File: config.mk
export PLATFORM = sky130hd
export DESIGN_NAME = onehot_encoder_6_3
export DESIGN_NICKNAME = d
export VERILOG_FILES = /design/src/rtl/onehot_encoder_6_3.sv
export SDC_FILE = /design/constraint.sdc
export NUM_CORES = 1
export LEC_CHECK = 0
export CORE_AREA = 2 2 39 41
export DETAILED_ROUTE_END_ITERATION = 10
export DIE_AREA = 0 0 41 43
export GPL_TIMING_DRIVEN = 1
export MAX_ROUTING_LAYER = met4
export PLACE_DENSITY = 0.6
export SYNTH_ARGS = -nofsm -noshare
export SYNTH_HDL_FRONTEND = slang
export SYNTH_SLANG_ARGS = --single-unit
export TNS_END_PERCENT = 20
File: constraint.sdc
create_clock -name clk -period 4.3 [get_ports clk]
set_clock_uncertainty 0.1 [all_clocks]
set_input_delay 0.86 -clock clk [delete_from_list [all_inputs] [get_ports clk]]
set_output_delay 0.86 -clock clk [all_outputs]
set_load 0.005 [all_outputs]
File: src/rtl/onehot_encoder_6_3.sv
// Pending-request collector that emits one binary index per valid/ready handshake.
// Build with ONEHOT_ENC_ROUND_ROBIN_EN defined for round-robin selection; the default is fixed lowest-index priority.
module onehot_encoder_6_3 #(
  parameter int N_IN  = 6,
  parameter int W_OUT = 3
) (
  input  logic             clk,
  input  logic             rst_n,
  input  logic [N_IN-1:0]  req,
  input  logic             req_valid,
  output logic [W_OUT-1:0] code,
  output logic             code_valid,
  input  logic             code_ready,
  output logic [N_IN-1:0]  pending,
  output logic             lost
);

  // Handshake: code/code_valid are driven combinationally from pending. A code
  // transfers on a rising edge where code_valid && code_ready, and its pending
  // bit clears on that same edge. code_ready with code_valid=0 does nothing.

  logic [N_IN-1:0]  pending_q;
  logic [N_IN-1:0]  served_onehot;
  logic [N_IN-1:0]  req_masked;
  logic [N_IN-1:0]  pending_next;
  logic             lost_q;
  logic             lost_next;
  logic             handshake;
  logic [W_OUT-1:0] sel_idx;

  function automatic logic [W_OUT-1:0] lowest_set(input logic [N_IN-1:0] v);
    logic [W_OUT-1:0] idx;
    idx = '0;
    for (int i = N_IN - 1; i >= 0; i--) begin
      if (v[i]) idx = W_OUT'(i);
    end
    return idx;
  endfunction

`ifdef ONEHOT_ENC_ROUND_ROBIN_EN
  logic [W_OUT-1:0] ptr_q;
  logic [N_IN-1:0]  above_ptr;

  // Bits strictly above the last served index get first chance; otherwise wrap.
  always_comb begin
    above_ptr = '0;
    for (int i = 0; i < N_IN; i++) begin
      above_ptr[i] = (i > int'(ptr_q));
    end
    if (|(pending_q & above_ptr)) sel_idx = lowest_set(pending_q & above_ptr);
    else                          sel_idx = lowest_set(pending_q);
  end

  always_ff @(posedge clk or negedge rst_n) begin
    if (!rst_n)         ptr_q <= W_OUT'(N_IN - 1);
    else if (handshake) ptr_q <= sel_idx;
  end
`else
  always_comb begin
    sel_idx = lowest_set(pending_q);
  end
`endif

  always_comb begin
    code_valid    = |pending_q;
    code          = code_valid ? sel_idx : '0;
    handshake     = code_valid && code_ready;
    served_onehot = handshake ? (N_IN'(1) << sel_idx) : '0;
    req_masked    = req_valid ? req : '0;
    pending_next  = (pending_q & ~served_onehot) | req_masked;
    // A bit being served this edge may be re-requested without loss.
    lost_next     = |(req_masked & pending_q & ~served_onehot);
  end

  always_ff @(posedge clk or negedge rst_n) begin
    if (!rst_n) begin
      pending_q <= '0;
      lost_q    <= 1'b0;
    end else begin
      pending_q <= pending_next;
      lost_q    <= lost_next;
    end
  end

  assign pending = pending_q;
  assign lost    = lost_q;

endmodule

==> flow_summary.ini <==
[synth]
ys_types = 20
yosysMostFrequentCell = dfrtp_1
synth_top_area_share_pct = 46.51
synth_edf_count = 0
yosys-top-cells-count = dfrtp_1, nand2_1, inv_1, nor2_1, o21ai_0
synth_area_sq_um = 376.6
synth_top_flop_cell = dfrtp_1
synthArstFlopShare_pct = 100.0
synthCells = 40
ys_ff_latch = 7
synth.area.top_cells = dfrtp_1, a22o_2, nand2_1, o21ai_0, inv_1
yosys_warnings = 0
synth.largest_area_cell = dfrtp_1
synth-seq-area-share_pct = 46.51
avgSynthCellArea_sq_um = 9.415
synth_nets = 50

[cts]
clk_pin_slew_ns = 0.05
cts-root-buf = clkbuf_4
cts_tree = yes
cts_buffers = 3
cts_htree_levels = 1
cts_resized = 0
cts_hold_buf = 0
cts_buffer_depth = 2
post-cts-setup-buffer-count = 0
clock_latency_ns = 0.25
clock_sinks = 7

[drt]
ant_nets = 0
dr.pass1.iters = 4
postRouteWirelength_um = 921
drt-vias-per-instance = 4.688
drc = 0
wire_per_inst_um = 11.51
drt_iter0_markers = 8
vias = 375

[sta]
whs_ns = 0.4836
rsz0062_at_grt = false
setup_viol = 0
fin_crit_ns = 2.787
max_freq_mhz = 358.7
slew_headroom_pct = 69.04
final.period_utilization_pct = 64.82
setup_ws_ns = 1.513
tns_ns = 0
tightest_slew_ns = 0.4601
hold_viol_final = 0
drv_slew = 0

[grt]
grt_use_total_pct = 13.94
grt_max_degree = 9
antenna_found_initial = 0
grt_pass1_vias = 350
grt_pass1_wl_um = 1483
globalRouteOverflowTotal = 0

[die]
die_x_um = 41
core_sq_um = 1384
fp.dieH_um = 43
start_util_pct = 27.22
rows = 14
pin_count = 21
die_area_sq_um = 1763

[place]
gp_congestion = 0.7059
place_hpwl_um = 736.9
place_area_sq_um = 596.8
io_buffers = 20
place_ws_ns = 1.784

[pwr]
leakage_nw = 0.2543
p_int_uw = 141.1
clkPwrFrac_pct = 30.7
pwr-share-seq_pct = 42.8
p_total_uw = 191.2
peakVddDrop_v = 0.0001319
comb_power_share_pct = 26.5
switching_share_pct = 26.21
p_sw_uw = 50.13
power_density_nw_per_um2 = 306.9

[finish]
layout-area-overhead-vs-synth_pct = 65.45
fin_nets = 75
drive_gt1_share_pct = 12.50
final_cell_area_sq_um = 623.1
diodes = 0
n_fill_cell = 143

[critical_path]
crit_start = pending[2]
critPathArrivalTime_ns = 1.83
critPathCaptureType = primary output
worstSetupStartpointType = flip-flop
worst_ep_required_time_ns = 3.34
rr_startpoint = pending[2]
crit_type = reg -> out
worst-path-max-fanout = 6

[hold_path]
min_from = pending[4]
hold_path.class = reg -> reg

[status]
status = finished clean

[job]
cap_violations = 0
layer usage:
metal,vias to the layer above,global-route usage (%),part of all wire (%)
li1,192,-,-
met2,14,17.19,50
met3,0,3.141,5.6
met5,-,-,0
met4,0,12.00,0
met1,169,18.33,45
path summary, 6_finish.rpt:
kind,endpoint,slack [ns],depth (start not counted)
setup / recovery,code[2],1.51,3
hold / removal,pending[4],0.48,1
min in group asynchronous,pending[4],0.77,1
max in group asynchronous,pending[2],3.09,1
hold reg to reg,pending[4],0.48,1
setup reg to reg,lost,2.69,4
placed cells by master (no fill, tap or decap):
cell / Yosys / routed
nand3_2: 1 / 1
nand2b_1: 2 / 2
inv_1: 4 / 4
a22o_1: 1 / 1
clkdlybuf4s50_1: 0 / 20
nor3_1: 1 / 1
or4b_4: 1 / 1
nand4_1: 1 / 1
o21ai_1: 1 / 1
clkbuf_1: 0 / 1
o221ai_2: 1 / 1
nand2_1: 5 / 5
nor2b_1: 1 / 1
o2111a_1: 1 / 1
nor2_1: 4 / 4
nor4_1: 1 / 1
dfrtp_1: 7 / 7
nand3b_1: 1 / 1
a22o_2: 2 / 2
nand3_1: 1 / 1
clkbuf_4: 0 / 3
o21ai_0: 3 / 3
a21oi_1: 1 / 1
critical path: stages (launching register included):
cell and delay [ns]:
dfrtp_1 0.42, nor4_1 0.47, nor2b_1 0.18, clkdlybuf4s50_1 0.50
final cells by class:
type                    instances  area (sq um)  area share (%)
flip-flops and latches          7         175.2           28.11
inverters                       4         15.01           2.410
well taps                      16         20.02           3.213
clock buffers                   4         26.28           4.217
multi-input cells              29         186.4           29.92
repair buffers                 20         200.2           32.13
cell families after synthesis:
family	share of synthesized area (%)
and+or+nand+nor	28.24
buffers and inverters	3.986
AOI/OAI and AO/OA	21.26
DFF	46.51
through the flow:
step | utilization (%) | cells
6_report | 45.03 | 80
5_1_grt | 45.03 | 80
4_1_cts | 45.03 | 80
3_5_place_dp | 43.13 | 76
3_3_place_gp | 43.13 | 76
2_1_floorplan | - | 40
registers in the layout (all words and copies together), names as in the netlist:
name	flops
pending	6
lost	1
power groups by stage:
stage               sequential, mW  clock (mW)  combinational (mW)
detailed placement          0.0829           0              0.0512
global route                0.0835      0.0674              0.0566
finish                      0.0818      0.0587              0.0507
global placement            0.0823           0              0.0517
CTS                         0.0817      0.0626              0.0515
floorplan                   0.0821           0              0.0177
Note: power is estimated with default switching activity, not from simulation.
